### src/rtl/word_split_tx_if.sv
// Purpose : handshake bundle for word_split_tx (20-bit word in, 10-bit half-word out).
// Latency : n/a (wiring only).
// Backpr. : in side valid/ready, out side valid/ready; ready may be low indefinitely.
// Ports   : in_data/in_valid/in_ready (upstream word), out_data/out_valid/out_ready/out_last (half-word stream).
//           master = the surrounding environment driving words and sinking half-words; slave = word_split_tx.
interface word_split_tx_if;
    logic [19:0] in_data;
    logic        in_valid;
    logic        in_ready;
    logic [9:0]  out_data;
    logic        out_valid;
    logic        out_ready;
    logic        out_last;

    modport master (
        output in_data, in_valid, out_ready,
        input  in_ready, out_data, out_valid, out_last
    );

    modport slave (
        input  in_data, in_valid, out_ready,
        output in_ready, out_data, out_valid, out_last
    );
endinterface

### src/rtl/word_split_tx.sv
// Purpose : buffers 20-bit words and transmits each as two 10-bit halves (low first), framed by out_last.
// Latency : word pushed into an empty block at edge N shows its low half on out_valid after edge N+1.
// Backpr. : in_ready = occupancy < DEPTH (no bypass when full); outputs are registered and hold while out_ready = 0.
// Ports   : clk, rst_n (async, active-low); bus (word_split_tx_if.slave); count = buffer occupancy in words.
// Option  : define WORD_SPLIT_TX_CHECKSUM_EN to append a 20-bit XOR checksum (two extra halves) to every frame.
module word_split_tx #(
    parameter int DEPTH     = 4,
    parameter int FRAME_LEN = 8
) (
    input  logic                    clk,
    input  logic                    rst_n,
    word_split_tx_if.slave          bus,
    output logic [$clog2(DEPTH):0]  count
);
    localparam int AW = $clog2(DEPTH);
    localparam int CW = AW + 1;
    localparam logic [CW-1:0] DEPTH_C  = CW'(DEPTH);
    localparam logic [7:0]    LAST_IDX = 8'(FRAME_LEN - 1);

`ifdef WORD_SPLIT_TX_CHECKSUM_EN
    typedef enum logic [2:0] {S_IDLE, S_LOW, S_HIGH, S_CS_LO, S_CS_HI} state_t;
`else
    typedef enum logic [1:0] {S_IDLE, S_LOW, S_HIGH} state_t;
`endif

    state_t         state_q, state_d;
    logic [19:0]    mem_q [DEPTH];
    logic [AW-1:0]  wr_ptr_q, rd_ptr_q;
    logic [CW-1:0]  count_q, count_d;
    logic [7:0]     fcnt_q, fcnt_d;
    logic [9:0]     out_data_q, out_data_d;
    logic           out_valid_q, out_valid_d;
    logic           out_last_q, out_last_d;
`ifdef WORD_SPLIT_TX_CHECKSUM_EN
    logic [19:0]    csum_q, csum_d;
`endif

    logic           in_ready_w;
    logic           push;
    logic           pop;
    logic [19:0]    head;
    logic [9:0]     head_nxt_lo;
    logic           frame_end;

    assign in_ready_w  = (count_q < DEPTH_C);
    assign push        = bus.in_valid && in_ready_w;
    assign head        = mem_q[rd_ptr_q];
    // Low half of the word behind the head: needed when HIGH hands off straight to the next word.
    assign head_nxt_lo = mem_q[rd_ptr_q + AW'(1)][9:0];
    assign frame_end   = (fcnt_q == LAST_IDX);

    assign bus.in_ready  = in_ready_w;
    assign bus.out_data  = out_data_q;
    assign bus.out_valid = out_valid_q;
    assign bus.out_last  = out_last_q;
    assign count         = count_q;

    // Storage carries data only, so it needs no reset.
    always_ff @(posedge clk) begin
        if (push) begin
            mem_q[wr_ptr_q] <= bus.in_data;
        end
    end

    always_comb begin
        state_d     = state_q;
        out_data_d  = out_data_q;
        out_valid_d = out_valid_q;
        out_last_d  = out_last_q;
        fcnt_d      = fcnt_q;
        pop         = 1'b0;
`ifdef WORD_SPLIT_TX_CHECKSUM_EN
        csum_d      = csum_q;
`endif
        case (state_q)
            S_IDLE: begin
                if (count_q != '0) begin
                    state_d     = S_LOW;
                    out_valid_d = 1'b1;
                    out_data_d  = head[9:0];
                    out_last_d  = 1'b0;
                end
            end
            S_LOW: begin
                if (bus.out_ready) begin
                    state_d    = S_HIGH;
                    out_data_d = head[19:10];
`ifdef WORD_SPLIT_TX_CHECKSUM_EN
                    out_last_d = 1'b0;
`else
                    out_last_d = frame_end;
`endif
                end
            end
            S_HIGH: begin
                if (bus.out_ready) begin
                    pop        = 1'b1;
                    fcnt_d     = frame_end ? 8'd0 : fcnt_q + 8'd1;
                    out_last_d = 1'b0;
                    // Occupancy after this pop decides; a same-cycle push is picked up via IDLE.
                    if (count_q > CW'(1)) begin
                        state_d    = S_LOW;
                        out_data_d = head_nxt_lo;
                    end else begin
                        state_d     = S_IDLE;
                        out_valid_d = 1'b0;
                        out_data_d  = '0;
                    end
`ifdef WORD_SPLIT_TX_CHECKSUM_EN
                    // Final word is folded in before its checksum is sent.
                    csum_d = csum_q ^ head;
                    if (frame_end) begin
                        state_d     = S_CS_LO;
                        out_valid_d = 1'b1;
                        out_data_d  = csum_d[9:0];
                    end
`endif
                end
            end
`ifdef WORD_SPLIT_TX_CHECKSUM_EN
            S_CS_LO: begin
                if (bus.out_ready) begin
                    state_d    = S_CS_HI;
                    out_data_d = csum_q[19:10];
                    out_last_d = 1'b1;
                end
            end
            S_CS_HI: begin
                if (bus.out_ready) begin
                    csum_d     = '0;
                    fcnt_d     = 8'd0;
                    out_last_d = 1'b0;
                    if (count_q != '0) begin
                        state_d    = S_LOW;
                        out_data_d = head[9:0];
                    end else begin
                        state_d     = S_IDLE;
                        out_valid_d = 1'b0;
                        out_data_d  = '0;
                    end
                end
            end
`endif
            default: begin
                state_d     = S_IDLE;
                out_valid_d = 1'b0;
                out_last_d  = 1'b0;
            end
        endcase
    end

    always_comb begin
        count_d = count_q;
        case ({push, pop})
            2'b10:   count_d = count_q + CW'(1);
            2'b01:   count_d = count_q - CW'(1);
            default: count_d = count_q;
        endcase
    end

    always_ff @(posedge clk or negedge rst_n) begin
        if (!rst_n) begin
            state_q     <= S_IDLE;
            wr_ptr_q    <= '0;
            rd_ptr_q    <= '0;
            count_q     <= '0;
            fcnt_q      <= '0;
            out_data_q  <= '0;
            out_valid_q <= 1'b0;
            out_last_q  <= 1'b0;
`ifdef WORD_SPLIT_TX_CHECKSUM_EN
            csum_q      <= '0;
`endif
        end else begin
            state_q     <= state_d;
            if (push) begin
                wr_ptr_q <= wr_ptr_q + AW'(1);
            end
            if (pop) begin
                rd_ptr_q <= rd_ptr_q + AW'(1);
            end
            count_q     <= count_d;
            fcnt_q      <= fcnt_d;
            out_data_q  <= out_data_d;
            out_valid_q <= out_valid_d;
            out_last_q  <= out_last_d;
`ifdef WORD_SPLIT_TX_CHECKSUM_EN
            csum_q      <= csum_d;
`endif
        end
    end
endmodule

### src/flat_wrapper.sv
// flat-port wrapper written by rule: the top's interface ports become plain ports
module word_split_tx_flat 
#(
    parameter int DEPTH     = 4,
    parameter int FRAME_LEN = 8
)
  (clk, rst_n, count, bus_in_data, bus_in_valid, bus_out_ready, bus_in_ready, bus_out_data, bus_out_valid, bus_out_last);
  word_split_tx_if bus_i ();
  input  logic clk;
  input  logic rst_n;
  output logic [$clog2(DEPTH):0] count;
  input wire logic [$bits(bus_i.in_data)-1:0] bus_in_data;
  input wire logic [$bits(bus_i.in_valid)-1:0] bus_in_valid;
  input wire logic [$bits(bus_i.out_ready)-1:0] bus_out_ready;
  output wire logic [$bits(bus_i.in_ready)-1:0] bus_in_ready;
  output wire logic [$bits(bus_i.out_data)-1:0] bus_out_data;
  output wire logic [$bits(bus_i.out_valid)-1:0] bus_out_valid;
  output wire logic [$bits(bus_i.out_last)-1:0] bus_out_last;
  assign bus_i.in_data = bus_in_data;
  assign bus_i.in_valid = bus_in_valid;
  assign bus_i.out_ready = bus_out_ready;
  assign bus_in_ready = bus_i.in_ready;
  assign bus_out_data = bus_i.out_data;
  assign bus_out_valid = bus_i.out_valid;
  assign bus_out_last = bus_i.out_last;
  word_split_tx #(.DEPTH(DEPTH), .FRAME_LEN(FRAME_LEN)) u_core (.clk(clk), .rst_n(rst_n), .bus(bus_i), .count(count));
endmodule
### config.mk
export PLATFORM = sky130hd
export DESIGN_NAME = word_split_tx_flat
export DESIGN_NICKNAME = d
export VERILOG_FILES = /design/src/rtl/word_split_tx_if.sv /design/src/rtl/word_split_tx.sv /design/src/flat_wrapper.sv
export SDC_FILE = /design/constraint.sdc
export NUM_CORES = 1
export LEC_CHECK = 0
export ABC_AREA = 1
export ABC_CLOCK_PERIOD_IN_PS = 2400
export BUFFER_PORTS_ARGS = -buffer_cell sky130_fd_sc_hd__buf_2
export CORE_UTILIZATION = 35
export DETAILED_ROUTE_END_ITERATION = 7
export GPL_TIMING_DRIVEN = 0
export SETUP_SLACK_MARGIN = 0.5
export SYNTH_ARGS = -nofsm -noshare
export SYNTH_HDL_FRONTEND = slang
export SYNTH_SLANG_ARGS = --single-unit
### constraint.sdc
create_clock -name clk -period 2.4 [get_ports clk]
set_clock_uncertainty 0.2 [all_clocks]
set_input_delay 0.12 -clock clk [delete_from_list [all_inputs] [get_ports clk]]
set_output_delay 0.12 -clock clk [all_outputs]
set_load 0.02 [all_outputs]
==> out/qor.yml <==
place:
  portBuffers: 39
  gp_congestion: 0.843
  dp_slack_ns: -0.0446
  place_hpwl_mm: 8.27
synth:
  synth.distinct_cells: 25
  avgSynthCellArea_um2: 8.68
  synth_nets: 664
  ys.warnings.count: 0
  synthCells: 625
  syn_area_mm2: 0.00543
  ys_ff_latch: 109
  yosysSeqAreaShare_pct: 57.6
worst_setup_path:
  endpoint_kind: "flip-flop"
  path_class: "flip-flop to flip-flop"
  reg2reg_to: "u_core.bus.out_data[0]"
  crit_buf_inv: 2
  critPathTopFamily: "flip-flops"
  cp-start-kind: "flip-flop"
  worstPathRequired_ns: 2.44
  crit_fanout: 10
  path_common_cell: "nand2_1"
  path_cells: "inv_1 -> ha_2 -> clkbuf_2 -> nand3_1 -> nand2_1 -> nand2_1"
  crit_slowest_cell: "dfrtp_1"
  cp.arrival_ns: 1.88
  rrSetupSlack_ns: 0.56
  crit_end: "u_core.bus.out_data[0]"
  r2r-start: "u_core.state_q[1]"
  startpoint: "u_core.state_q[1]"
  crit_path_max_incr_delay_ns: 0.43
  r2r_cells: 6
  path_depth: 6
final_layout:
  nNetsFinal: 746
  drive_gt1_share_pct: 16.4
  area_delta_synth_final_pct: 20.7
  multi_input_area_mm2: 0.00192
  regArea_mm2: 0.00313
  n_antenna_cell: 0
  num-fill-cells: 1415
routing:
  vias_per_cell: 4.74
  dr_total_vias: 4262
  wire_per_inst_um: 14.7
  ant_nets: 0
  route.detailed.drc: 0
  drt-total-wl_mm: 13.2
  dr.pass1.iters: 5
  drt_iter0_markers: 271
cts:
  cts.sinks: 109
  cts-htree-levels: 3
  path_clk_slew_ns: 0.07
  cts_tree: "done"
  clkLatencyLatePin_ns: 0.35
  cts.path.max_buffers: 2
  numCtsBuffers: 9
  clock-root-buffer: "clkbuf_16"
timing:
  fmax_ghz: 0.545
  fin_hold_ws_ns: 0.0777
  finalCriticalPeriod_ns: 1.84
  setup_viol_count_final: 0
  max_slew_margin_pct: 52.4
  finalMaxSlewViolations: 0
  worstMarginPinSlew_ns: 0.715
  worst_slack_ns: 0.564
  finalHoldViolCount: 0
  fin_crit_sh_pct: 76.5
  rsz0062_at_grt: "yes"
floorplan:
  die-area_mm2: 0.0160
  die_x_um: 127
  core_mm2: 0.0151
  pin_count: 40
  row_count: 45
  fp.dieH_um: 127
  start_util_pct: 35.8
hold_path:
  min-delay-start: "bus_in_valid"
  hold_path_depth: 3
  hold_class: "input port to flip-flop"
grt:
  grtUsageTotal_pct: 17.4
  antenna_found_initial: 0
  grt_pass1_vias: 4035
  grt_max_degree: 30
  grt_pass1_wl_mm: 21.0
  grt.overflow.total: 0
power:
  seqPwrFrac_pct: 33.1
  comb_power_share_pct: 49.5
  power_density_mw_per_mm2: 1240
  power.share.clock_pct: 17.4
  p_int_uw: 4530
  swShare_pct: 44.5
  peakVddDrop_mv: 0.542
  p_leak_uw: 0.00317
  switchingPower_uw: 3630
run_status:
  status: "complete, no violations"
flow_run:
  drv_cap: 0
==> metal layers <==
metal	routed length [um]	track usage (%)	vias up
met1	5770	21.9	2008
met3	816	4.30	18
li1	-	-	2102
met2	6400	29.1	134
met4	254	6.66	0
met5	0	0	-
==> registers in the layout (all words and copies together), names as in the netlist <==
register	cells
u_core.rd_ptr_q	2
u_core.state_q	2
u_core.bus.out_data	10
u_core.fcnt_q	8
u_core.wr_ptr_q	2
u_core.mem_q	80
u_core.count	3
u_core.bus.out_valid	1
u_core.bus.out_last	1
==> worst min-delay path: cells and delay by family <==
kind | cells | cell delay [ns]
buffers and inverters | 1 | 0.10
AND/OR/NAND/NOR | 1 | 0.18
XOR/XNOR | 1 | 0.18
==> cell families after synthesis <==
logic type / after synthesis / synth area share (%)
AOI/OAI and AO/OA: 15 / 1.38
xor gates and xnor gates: 9 / 1.45
adders and majority gates: 15 / 3.46
buffers and inverters: 120 / 9.43
DFF: 109 / 57.6
and+or+nand+nor: 357 / 26.6
==> synthesized netlist by cell type <==
cell | instances | share of area, %
nand2_1 | 280 | 19
nand3_1 | 56 | 5.2
nor2_1 | 10 | 0.69
dfrtp_1 | 29 | 13
a21oi_1 | 3 | 0.28
inv_2 | 13 | 0.90
nand4_1 | 1 | 0.12
nand2_2 | 4 | 0.46
nor3_2 | 2 | 0.37
inv_1 | 83 | 5.7
buf_4 | 8 | 1.1
nor2_2 | 1 | 0.12
buf_2 | 9 | 0.83
o21ai_1 | 3 | 0.28
clkbuf_1 | 3 | 0.21
clkinv_1 | 1 | 0.069
xnor2_1 | 4 | 0.65
nor3_1 | 2 | 0.18
nand3_2 | 1 | 0.18
inv_6 | 1 | 0.16
edfxtp_1 | 80 | 44
ha_1 | 15 | 3.5
buf_6 | 2 | 0.41
o21ai_0 | 9 | 0.83
xor2_1 | 5 | 0.81
==> cells in the final DEF (no fill, tap or decap), types with 11 or more instances in the layout <==
| cell type | netlist | layout |
|---|---|---|
| inv_1 | 83 | 82 |
| edfxtp_1 | 80 | 80 |
| ha_1 | 15 | 11 |
| dfrtp_1 | 29 | 29 |
| inv_2 | 13 | 13 |
| nand3_1 | 56 | 56 |
| dlygate4sd3_1 | 0 | 22 |
| buf_2 | 9 | 48 |
| nand2_1 | 280 | 279 |
| buf_4 | 8 | 12 |
==> worst min path at each step <==
stage	to	slack, ns
4_1_cts	u_core.wr_ptr_q[0]	0.07
5_1_grt	u_core.wr_ptr_q[0]	0.09
6_report	u_core.wr_ptr_q[0]	0.08
3_5_place_dp	u_core.fcnt_q[7]	0.01
3_3_place_gp	u_core.fcnt_q[7]	0.0003
2_1_floorplan	u_core.bus.out_data[0]	-0.38
==> stage by stage <==
stage / instances / instance area [um^2] / TNS (ns) / utilization, % / power [uW]
6_report: 900 / 6550 / 0 / 43.3 / 8150
5_1_grt: 900 / 6550 / 0 / 43.3 / 8760
4_1_cts: 896 / 6480 / 0 / 42.8 / 8050
3_5_place_dp: 852 / 5870 / -3.07 / 38.7 / 6430
3_3_place_gp: 852 / 5870 / -1.09 / 38.7 / 6370
2_1_floorplan: 625 / 5440 / 0 / - / 5310
==> layout make-up <==
cell class / instances / share of cell area, %
flip-flops and latches: 109 / 47.7
clock inverters: 6 / 0.802
clock buffers: 10 / 3.50
inverters: 98 / 5.81
repair buffers: 66 / 6.91
well taps: 188 / 3.59
multi-input cells: 400 / 29.3
repair inverters: 1 / 0.115
plain buffers: 22 / 2.27
==> power groups by stage <==
stage	Clock [uW]	Combinational, uW	Sequential (uW)
2_1_floorplan	0	2470	2840
3_3_place_gp	0	3640	2730
3_5_place_dp	0	3680	2750
4_1_cts	1450	3900	2700
5_1_grt	1530	4490	2740
6_report	1420	4030	2700
==> repair_timing <==
item | in CTS | in global routing
setup endpoints to repair | 90 | 12
hold endpoints to repair | 113 | 0
gates resized for setup | 15 | 12
hold buffers | 22 | 0
cloned | 4 | 1
setup buffers | 2 | 3
pin swaps | 4 | 1
(Power assumes the default switching activity.)
